`config.mk`:
```
export PLATFORM = sky130hd
export DESIGN_NAME = scan_chain_driver
export DESIGN_NICKNAME = d
export VERILOG_FILES = /design/src/rtl/scan_drv_pkg.sv /design/src/rtl/scan_drv_misr.sv /design/src/rtl/scan_chain_driver.sv
export SDC_FILE = /design/constraint.sdc
export NUM_CORES = 1
export LEC_CHECK = 0
export BUFFER_PORTS_ARGS = -buffer_cell sky130_fd_sc_hd__clkbuf_2
export CORE_UTILIZATION = 40
export DETAILED_ROUTE_END_ITERATION = 10
export GPL_TIMING_DRIVEN = 0
export MAX_ROUTING_LAYER = met4
export SKIP_CTS_REPAIR_TIMING = 1
export SLEW_MARGIN = 20
export SYNTH_ARGS = -nofsm -noshare
export SYNTH_HDL_FRONTEND = slang
export SYNTH_SLANG_ARGS = --single-unit
```
`constraint.sdc`:
```
create_clock -name clk -period 3.4 [get_ports clk]
set_input_delay 0.68 -clock clk [delete_from_list [all_inputs] [get_ports clk]]
set_output_delay 0.68 -clock clk [all_outputs]
set_load 0.01 [all_outputs]
```
`src/rtl/scan_drv_pkg.sv`:
```
// Shared types and constants for the scan chain driver: FSM states, tck phase, MISR parameters.
// The MISR constants are only consumed when SCAN_DRV_MISR_EN is defined.
package scan_drv_pkg;

  typedef enum logic [2:0] {
    ST_IDLE,
    ST_LOAD,
    ST_CAPTURE,
    ST_UNLOAD,
    ST_REPORT
  } drv_state_e;

  // TCK_LOW means the next clk edge raises scan_tck; TCK_HIGH means it drops it.
  typedef enum logic {
    TCK_LOW  = 1'b0,
    TCK_HIGH = 1'b1
  } tck_phase_e;

  localparam int          MISR_W    = 16;
  localparam logic [15:0] MISR_POLY = 16'h1021;
  localparam logic [15:0] MISR_SEED = 16'hFFFF;

  function automatic logic [MISR_W-1:0] misr_next(input logic [MISR_W-1:0] sig,
                                                  input logic [MISR_W-1:0] data);
    misr_next = {sig[MISR_W-2:0], 1'b0} ^ (sig[MISR_W-1] ? MISR_POLY : '0) ^ data;
  endfunction

endpackage

```
`src/rtl/scan_drv_misr.sv`:
```
// 16-bit parallel-input MISR (x^16+x^12+x^5+1) folding one response word per update.
// Only instantiated by scan_chain_driver when SCAN_DRV_MISR_EN is defined.
module scan_drv_misr
  import scan_drv_pkg::*;
(
  input  logic              clk,
  input  logic              rst_n,
  input  logic              update_i,
  input  logic [MISR_W-1:0] data_i,
  output logic [MISR_W-1:0] sig_o
);

  logic [MISR_W-1:0] sig_q;

  always_ff @(posedge clk or negedge rst_n) begin
    if (!rst_n) begin
      sig_q <= MISR_SEED;
    end else if (update_i) begin
      sig_q <= misr_next(sig_q, data_i);
    end
  end

  assign sig_o = sig_q;

endmodule

```
`src/rtl/scan_chain_driver.sv`:
```
// Tester-side scan initiator: load stimulus, pulse one capture tck, unload and compare the response.
// Optional SCAN_DRV_MISR_EN adds the misr_sig signature output.
module scan_chain_driver
  import scan_drv_pkg::*;
#(
  parameter int CHAIN_LEN = 8,
  parameter int CNT_W     = 16
) (
  input  logic                 clk,
  input  logic                 rst_n,
  input  logic                 pat_valid,
  output logic                 pat_ready,
  input  logic [CHAIN_LEN-1:0] pat_stim,
  input  logic [CHAIN_LEN-1:0] pat_expect,
  input  logic [CHAIN_LEN-1:0] pat_mask,
  output logic                 scan_sin,
  input  logic                 scan_sou,
  output logic                 scan_shift,
  output logic                 scan_test,
  output logic                 scan_tck,
  output logic                 res_valid,
  output logic                 res_fail,
  output logic [CHAIN_LEN-1:0] res_resp,
  output logic [CNT_W-1:0]     fail_cnt
`ifdef SCAN_DRV_MISR_EN
  ,
  output logic [MISR_W-1:0]    misr_sig
`endif
);

  localparam int             BCW      = $clog2(CHAIN_LEN);
  localparam logic [BCW-1:0] LAST_BIT = BCW'(CHAIN_LEN - 1);

  drv_state_e           state_q;
  tck_phase_e           phase_q;
  logic [BCW-1:0]       bit_cnt_q;
  logic [CHAIN_LEN-1:0] stim_q;
  logic [CHAIN_LEN-1:0] expect_q;
  logic [CHAIN_LEN-1:0] mask_q;
  logic [CHAIN_LEN-1:0] resp_sr_q;
  logic [CHAIN_LEN-1:0] res_resp_q;
  logic                 sin_q;
  logic                 shift_q;
  logic                 test_q;
  logic                 ready_q;
  logic                 res_valid_q;
  logic                 res_fail_q;
  logic [CNT_W-1:0]     fail_cnt_q;

  logic                 last_bit;
  logic                 unload_done;
  logic                 fail_d;
  logic [CNT_W-1:0]     fail_cnt_d;

  assign last_bit    = (bit_cnt_q == LAST_BIT);
  assign unload_done = (state_q == ST_UNLOAD) && (phase_q == TCK_HIGH) && last_bit;

  always_comb begin
    fail_d     = |((resp_sr_q ^ expect_q) & mask_q);
    fail_cnt_d = fail_cnt_q;
    if (fail_d && (fail_cnt_q != '1)) begin
      fail_cnt_d = fail_cnt_q + CNT_W'(1);
    end
  end

  // Every scan pin change happens on a tck-low edge, so the chain sees a full clk of setup.
  always_ff @(posedge clk or negedge rst_n) begin
    if (!rst_n) begin
      state_q     <= ST_IDLE;
      phase_q     <= TCK_LOW;
      bit_cnt_q   <= '0;
      stim_q      <= '0;
      expect_q    <= '0;
      mask_q      <= '0;
      resp_sr_q   <= '0;
      res_resp_q  <= '0;
      sin_q       <= 1'b0;
      shift_q     <= 1'b0;
      test_q      <= 1'b0;
      ready_q     <= 1'b0;
      res_valid_q <= 1'b0;
      res_fail_q  <= 1'b0;
      fail_cnt_q  <= '0;
    end else begin
      res_valid_q <= 1'b0;
      unique case (state_q)
        ST_IDLE: begin
          if (pat_valid && ready_q) begin
            stim_q    <= {pat_stim[CHAIN_LEN-2:0], 1'b0};
            expect_q  <= pat_expect;
            mask_q    <= pat_mask;
            sin_q     <= pat_stim[CHAIN_LEN-1];
            shift_q   <= 1'b1;
            test_q    <= 1'b1;
            ready_q   <= 1'b0;
            bit_cnt_q <= '0;
            phase_q   <= TCK_LOW;
            state_q   <= ST_LOAD;
          end else begin
            ready_q <= 1'b1;
          end
        end
        ST_LOAD: begin
          if (phase_q == TCK_LOW) begin
            phase_q <= TCK_HIGH;
          end else begin
            phase_q <= TCK_LOW;
            if (last_bit) begin
              shift_q   <= 1'b0;
              sin_q     <= 1'b0;
              bit_cnt_q <= '0;
              state_q   <= ST_CAPTURE;
            end else begin
              bit_cnt_q <= bit_cnt_q + BCW'(1);
              sin_q     <= stim_q[CHAIN_LEN-1];
              stim_q    <= {stim_q[CHAIN_LEN-2:0], 1'b0};
            end
          end
        end
        ST_CAPTURE: begin
          if (phase_q == TCK_LOW) begin
            phase_q <= TCK_HIGH;
          end else begin
            phase_q <= TCK_LOW;
            shift_q <= 1'b1;
            state_q <= ST_UNLOAD;
          end
        end
        ST_UNLOAD: begin
          // scan_sou is taken on the rising-tck edge, before the chain advances.
          if (phase_q == TCK_LOW) begin
            phase_q   <= TCK_HIGH;
            resp_sr_q <= {resp_sr_q[CHAIN_LEN-2:0], scan_sou};
          end else begin
            phase_q <= TCK_LOW;
            if (unload_done) begin
              shift_q     <= 1'b0;
              res_valid_q <= 1'b1;
              res_fail_q  <= fail_d;
              res_resp_q  <= resp_sr_q;
              fail_cnt_q  <= fail_cnt_d;
              bit_cnt_q   <= '0;
              state_q     <= ST_REPORT;
            end else begin
              bit_cnt_q <= bit_cnt_q + BCW'(1);
            end
          end
        end
        ST_REPORT: begin
          test_q  <= 1'b0;
          ready_q <= 1'b1;
          state_q <= ST_IDLE;
        end
        default: begin
          state_q <= ST_IDLE;
        end
      endcase
    end
  end

  assign pat_ready  = ready_q;
  assign scan_sin   = sin_q;
  assign scan_shift = shift_q;
  assign scan_test  = test_q;
  assign scan_tck   = (phase_q == TCK_HIGH);
  assign res_valid  = res_valid_q;
  assign res_fail   = res_fail_q;
  assign res_resp   = res_resp_q;
  assign fail_cnt   = fail_cnt_q;

`ifdef SCAN_DRV_MISR_EN
  localparam int FOLD = (CHAIN_LEN + MISR_W - 1) / MISR_W;

  logic [FOLD*MISR_W-1:0] misr_padded;
  logic [MISR_W-1:0]      misr_data;

  // Wide chains are XOR-folded into 16 bits; narrow ones are simply zero-extended.
  always_comb begin
    misr_padded = (FOLD*MISR_W)'(resp_sr_q & mask_q);
    misr_data   = '0;
    for (int k = 0; k < FOLD; k++) begin
      misr_data = misr_data ^ misr_padded[k*MISR_W +: MISR_W];
    end
  end

  scan_drv_misr u_misr (
    .clk      (clk),
    .rst_n    (rst_n),
    .update_i (unload_done),
    .data_i   (misr_data),
    .sig_o    (misr_sig)
  );
`endif

endmodule
```
==> out/metrics.cfg, run 1 <==
[outcome]
status=complete, no violations

[pwr]
report.power.total_uw=3173
p_leak_uw=0.001868
power_density_mw_per_mm2=823.7
ir_drop_mv=0.4171

[timing]
fin_crit_sh_pct=60.59
worst_slew_pin_slew_ns=0.7539
period_needed_ns=2.060
holdWs_ns=0.2819
setup_viol_count_final=0
relSlewSlack_pct=49.56
fmax_mhz=485.5
grt_setup_unrepaired=no
drv_slew=0
fin_skew_ns=0.01095
totalNegativeSetupSlack_ns=0
finalHoldViolCount=0

[final_layout]
final_cell_mix=68 x dfrtp_1, 57 x clkbuf_2, 34 x mux2_2
regArea_sq_mm=0.001702
final_cells=425
fill_cells=679
multi_input_area_sq_mm=0.001363
drive_gt1_share_pct=39.88
final_util_pct=52.00
final_common_cell=dfrtp_1
antenna_cells=0
fin_nets=352
area_growth_pct=22.77

[worst_setup_path]
worst_r2r_path_depth=6
critPathLaunch=state_q[0]$_DFFE_PN0P_
r2r_setup_slack_ns=1.34
required_ns=3.63
critPathKind=flop to flop
crit_top_cell=nor2_2
cp-end-kind=flop
start_kind=flop
path_max_fanout=10
cp_top_family=simple AND/OR/NAND/NOR gates
critical_path_arrival_ns=2.29
crit_chain=buf_2 > nor2_2 > nand3_1 > nor2_2 > buf_4 > mux2_2
cp_slowest_stage_delay_ns=0.37
reg2reg_to=expect_q[4]$_DFFE_PN0P_
crit_slowest_cell=nor2_2
critPathBufInv=2
r2r_start=state_q[0]$_DFFE_PN0P_

[synth]
syn_nets=282
synth-xor-area-share_pct=6.419
muxShareOfSynthArea_pct=14.75
seq_area_frac_synth_pct=54.23
syn_avg_cell_area_sq_um=12.50
yosys.area_share.simple_pct=15.83
ys_seq_elements=68
synth_top_family_by_area=simple AND/OR/NAND/NOR gates
syn-cell-area_sq_mm=0.003138
synth.distinct_cells=37
ys_warn_count=0
synthAdderAreaFrac_pct=1.196
syn_inst=251
synth_compound_area_share_pct=5.223

[place]
portBuffers=58
finalWeightedCongestion=0.7761
dp.cells=409
dp_hpwl_mm=4.414

[clock_network]
numClockSinks=68
htreeDepth=3
clockRootBuffer=clkbuf_8
cts_tree=yes
clock_path_buffers=2
path_clk_slew_ns=0.07
clk_latency_ns=0.35
cts_buffers=9

[detailed_routing]
drt_first_pass_iters=3
vias_per_cell=5.002
drt-initial-drc-count=54
totalWireLength_mm=6.081
drc=0
vias=2126
wire_per_inst_um=14.31
antenna_left=0

[worst_hold_path]
hp-class=input pin to async pin

[global_route]
grt_pass1_vias=2115
overflow=0
grt_usage_pct=16.90
grt_max_degree=43
grt_pass1_wl_mm=10.42
antenna_found_initial=0

[die]
dieArea_sq_mm=0.008203
io_pins=59
die_h_um=90.57
floorplan.rows=31
dieWidth_um=90.57
core_sq_mm=0.007408
start_util_pct=42.36

[run]
maxCapViolCount=0

==> per-stage QoR <==
| stage | setup slack, ns | area (sq um) |
|---|---|---|
| after floorplan | 1.640 | 3138 |
| after global placement | 1.077 | 3552 |
| after detailed placement | 1.336 | 3582 |
| after CTS | 1.328 | 3852 |
| after global routing | 1.200 | 3852 |
| final | 1.340 | 3852 |
==> layer usage <==
metal / share of wire [%] / up-vias / track usage (%)
li1: - / 1023 / -
met5: 0 / - / -
met1: 46 / 1045 / 20.68
met2: 47 / 50 / 25.57
met3: 5.9 / 8 / 6.313
met4: 1.1 / 0 / 6.048
==> synthesized netlist by cell type <==
cell type  count  area, sq um
dfrtp_1       68         1702
mux2_2        34        382.9
nor2_1        24        90.09
xor2_1        22        192.7
nand2_1       14        52.55
a21oi_1       13        65.06
mux2i_1        8        80.08
nor3_1         6        30.03
buf_2          5        25.02
nor4_4         5        106.4
a22o_1         3        26.28
and3_1         3        18.77
ha_1           3        37.54
inv_1          3        11.26
nand3_1        3        15.01
nor4_1         3        18.77
o21ai_0        3        15.01
a21o_1         2        15.01
a22oi_1        2        15.01
a31oi_1        2        12.51
buf_6          2        22.52
clkbuf_1       2        7.510
nand4_1        2        12.51
nor2_2         2        12.51
nor2_4         2        22.52
nor2b_1        2        12.51
nor3b_1        2        15.01
nor4b_2        2        30.03
a221oi_1       1        8.760
and2_0         1        6.260
buf_4          1        7.510
nand3_4        1        17.52
nand3b_1       1        7.510
nand3b_4       1        20.02
nand4b_1       1        8.760
o22ai_1        1        6.260
xnor2_1        1        8.760
==> final cells by class <==
class | count | area share (%)
repair buffers | 59 | 8.314
plain buffers | 10 | 1.624
well taps | 99 | 3.215
inverters | 3 | 0.2923
clock buffers | 9 | 3.215
clock inverters | 7 | 3.800
flip-flops and latches | 68 | 44.17
multi-input cells | 170 | 35.37
==> kinds of logic (layout without fill, tap and decap cells) <==
| logic type | count (synthesis) | count (layout) |
|---|---|---|
| flops | 68 | 68 |
| simple gates | 75 | 75 |
| mux | 42 | 42 |
| compound gates | 27 | 27 |
| xor+xnor | 23 | 23 |
| fa+ha+maj | 3 | 3 |
| buf+inv | 13 | 88 |
==> sequential cells by signal, indices dropped and copies added, names as in the netlist <==
register and flops:
scan_sin 1, scan_test 1, pat_ready 1, scan_shift 1, res_valid 1, mask_q 8, expect_q 8, resp_sr_q 8
stim_q 7, fail_cnt 16, bit_cnt_q 3, res_fail 1, res_resp 8, state_q 3, scan_tck 1
==> report_power, final <==
| part | total, uW | switching, uW | leakage (uW) | internal (uW) |
|---|---|---|---|---|
| combinational | 1040 | 534 | 0.000871 | 501 |
| clock | 892 | 326 | 0.000134 | 566 |
| sequential | 1250 | 176 | 0.000863 | 1070 |
| total | 3170 | 1040 | 0.00187 | 2140 |
==> worst max path at each step <==
stage / end / slack [ns] / cells past startpoint
after floorplan: expect_q[0]$_DFFE_PN0P_ / 1.64 / 6
after global placement: res_valid$_DFF_PN0_ / 1.08 / 1
after detailed placement: expect_q[4]$_DFFE_PN0P_ / 1.34 / 5
after CTS: fail_cnt[7]$_DFFE_PN0P_ / 1.33 / 7
after global routing: expect_q[4]$_DFFE_PN0P_ / 1.20 / 6
final: expect_q[4]$_DFFE_PN0P_ / 1.34 / 6
(Power assumes the default switching activity.)
==> run 2, diff against run 1 <==
==> constraint.sdc (replaced) <==
create_clock -name clk -period 1.7 [get_ports clk]
set_input_delay 0.34 -clock clk [delete_from_list [all_inputs] [get_ports clk]]
set_output_delay 0.34 -clock clk [all_outputs]
set_load 0.01 [all_outputs]
==> run 2 against run 1 <==
The run now ends with setup timing left. Flip-flop and latch count unchanged. Critical path type unchanged. Power grew 110%. Fmax rose by 9.5%. Via count up 3.2%. Critical endpoint is now fail_cnt[11]$_DFFE_PN0P_. Global-route usage is 0.19 points lower. Non-clock buffer count grew 26. Critical path depth increased by 2. Core utilization up 5.1 points.
==> out/metrics.cfg, run 2 (synthesis results as in run 1) <==
[timing]
setup_ws_ns=-0.1819  ; was 1.340 ns
finalHoldViolCount=0  ; unchanged
worst_slew_pin_slew_ns=0.4503  ; was 0.7539 ns
fin_crit_sh_pct=110.7  ; was 60.59%
fmax_mhz=531.4  ; was 485.5 MHz
setup_viol_count_final=18  ; was 0
fin_skew_ns=0.005118  ; was 0.01095 ns
grt_setup_unrepaired=yes  ; was no
drv_slew=0  ; unchanged
period_needed_ns=1.882  ; was 2.060 ns
relSlewSlack_pct=69.95  ; was 49.56%

[pwr]
combPwrFrac_pct=38.9  ; was 32.6%
pwr-share-clk_pct=22.7  ; was 28.1%
p_switching_uw=2199  ; was 1036 uW
p_leak_uw=0.002026  ; was 0.001868 uW
report.power.total_uw=6534  ; was 3173 uW
switching_share_pct=33.66  ; was 32.65%
pwr-share-seq_pct=38.4  ; was 39.3%
power_density_mw_per_mm2=1545  ; was 823.7 mW/mm^2
ir_drop_mv=0.9340  ; was 0.4171 mV
intPower_uw=4335  ; was 2137 uW

[worst_setup_path]
crit_end=fail_cnt[11]$_DFFE_PN0P_  ; was expect_q[4]$_DFFE_PN0P_
r2r_setup_slack_ns=-0.18  ; was 1.34 ns
cp_top_family=compound AO/OA/AOI/OAI gates  ; was simple AND/OR/NAND/NOR gates
r2r_start=expect_q[7]$_DFFE_PN0P_  ; was state_q[0]$_DFFE_PN0P_
crit_top_cell=xor2_1  ; was nor2_2
critPathBufInv=2  ; unchanged
start_kind=flop  ; unchanged
crit_chain=xor2_1 > a22o_1 > a221oi_2 > and3_1 > buf_6 > buf_8 > nor3_1 > xor2_1  ; was buf_2 > nor2_2 > nand3_1 > nor2_2 > buf_4 > mux2_2
critPathLaunch=expect_q[7]$_DFFE_PN0P_  ; was state_q[0]$_DFFE_PN0P_
path_max_fanout=10  ; unchanged
crit_slowest_cell=dfrtp_1  ; was nor2_2
critical_path_arrival_ns=2.10  ; was 2.29 ns
critPathKind=flop to flop  ; unchanged
reg2reg_to=fail_cnt[11]$_DFFE_PN0P_  ; was expect_q[4]$_DFFE_PN0P_
worst_r2r_path_depth=8  ; was 6
cp_slowest_stage_delay_ns=0.40  ; was 0.37 ns
crit_cells=8  ; was 6
cp-end-kind=flop  ; unchanged
required_ns=1.92  ; was 3.63 ns

[detailed_routing]
vias_per_cell=4.865  ; was 5.002
antenna_left=0  ; unchanged
totalWireLength_mm=6.465  ; was 6.081 mm
drt-initial-drc-count=102  ; was 54
drt_first_pass_iters=4  ; was 3
met1_length_mm=3.043  ; was 2.809 mm
wire_per_inst_um=14.33  ; was 14.31 um
wl_met3_um=297  ; was 359 um
top_layer=met4  ; unchanged
wl_met2_mm=3.007  ; was 2.843 mm
drc=0  ; unchanged
vias=2194  ; was 2126

[final_layout]
fin_nets=378  ; was 352
largest_reg_flops=16  ; unchanged
final_cell_mix=68 x dfrtp_1, 57 x clkbuf_2, 26 x mux2_2  ; was 68 x dfrtp_1, 57 x clkbuf_2, 34 x mux2_2
fill_cells=660  ; was 679
final_cells=451  ; was 425
antenna_cells=0  ; unchanged
final_common_cell=dfrtp_1  ; unchanged
area_growth_pct=34.73  ; was 22.77%
final_util_pct=57.07  ; was 52.00%
drive_gt1_share_pct=46.88  ; was 39.88%
final_area_sq_mm=0.004228  ; was 0.003852 sq mm

[clock_network]
path_clk_slew_ns=0.07  ; about the same
cts_tree=yes  ; unchanged
clk_latency_ns=0.35  ; about the same
clockRootBuffer=clkbuf_8  ; unchanged
cts_buffers=9  ; unchanged
numClockSinks=68  ; unchanged
htreeDepth=3  ; unchanged
clock_path_buffers=2  ; unchanged

[global_route]
grt_usage_pct=16.71  ; was 16.90%
grt_pass1_vias=2076  ; was 2115
grt_pass1_wl_mm=10.26  ; was 10.42 mm
grt_max_degree=47  ; was 43
overflow=0  ; unchanged
antenna_found_initial=0  ; unchanged

[place]
postPlaceCellArea_sq_mm=0.003597  ; was 0.003582 sq mm
portBuffers=58  ; unchanged
finalWeightedCongestion=0.7495  ; was 0.7761
dp.cells=409  ; unchanged
dp_hpwl_mm=4.275  ; was 4.414 mm
dp_slack_ns=-0.3012  ; was 1.336 ns

[die]
floorplan.rows=31  ; unchanged
dieArea_sq_mm=0.008203  ; unchanged
core_sq_mm=0.007408  ; unchanged
start_util_pct=42.36  ; unchanged
die_h_um=90.57  ; unchanged
dieWidth_um=90.57  ; unchanged
io_pins=59  ; unchanged

[outcome]
violations=setup timing
status=finished with violations  ; was complete, no violations

[worst_hold_path]
hp-class=input pin to flop  ; was input pin to async pin
min_from=pat_mask[5]

[run]
maxCapViolCount=0  ; unchanged

-- run 2: cell count changes in the layout (fill, tap and decap cells not counted), sizes merged --
cell,change
buf,+23
clkbuf,+5
bufinv,-2
clkinv,-1
clkinvlp,+1
dlygate4sd3,+1
inv,-1
-- run 2: cell type report --
cell class	count	area, sq um	area share (%)
clock inverter	4	72.57	1.716
timing repair buffer	85	569.3	13.47
multi-input combinational	170	1504	35.57
buffer	10	100.1	2.368
clock buffer	12	145.1	3.433
inverter	3	11.26	0.2664
tap	99	123.9	2.930
sequential	68	1702	40.25
-- run 2: power groups by stage --
stage / Combinational [uW] / Sequential, uW / Clock [uW]
after floorplan: 1590 / 2490 / 0
after global placement: 2090 / 2510 / 0
after detailed placement: 2130 / 2520 / 0
after CTS: 2140 / 2490 / 1520
after global routing: 2790 / 2590 / 1610
final: 2540 / 2510 / 1480
-- run 2: through the flow --
step / hold WS [ns] / setup TNS (ns)
after CTS: -0.07351 / -10.49
after floorplan: 0.04441 / -0.08457
after global placement: 0.4891 / -26.55
after global routing: 0.1998 / -4.523
after detailed placement: 0.3108 / -9.495
final: 0.2220 / -2.143
-- run 2: how the worst min path moves through the flow --
stage,slack [ns],depth (start not counted),endpoint
final,0.22,2,mask_q[5]$_DFFE_PN0P_
after global routing,0.20,2,mask_q[3]$_DFFE_PN0P_
after CTS,-0.07,1,fail_cnt[15]$_DFFE_PN0P_
after detailed placement,0.31,1,scan_shift$_DFFE_PN0P_
after global placement,0.49,1,fail_cnt[10]$_DFFE_PN0P_
after floorplan,0.04,0,bit_cnt_q[0]$_DFFE_PN0P_
-- run 2: layer usage --
layer,up-vias,GRT usage [%]
met5,-,-
met4,0,4.435
met3,10,6.902
met2,54,25.13
met1,1057,20.75
li1,1073,-
-- run 2: worst reg2reg max path, stage by stage, from the launching register on --
cell and delay (ns):
dfrtp_1 0.40, xor2_1 0.17, a22o_1 0.25, a221oi_2 0.18, and3_1 0.22, buf_6 0.15, buf_8 0.17, nor3_1 0.08
xor2_1 0.14
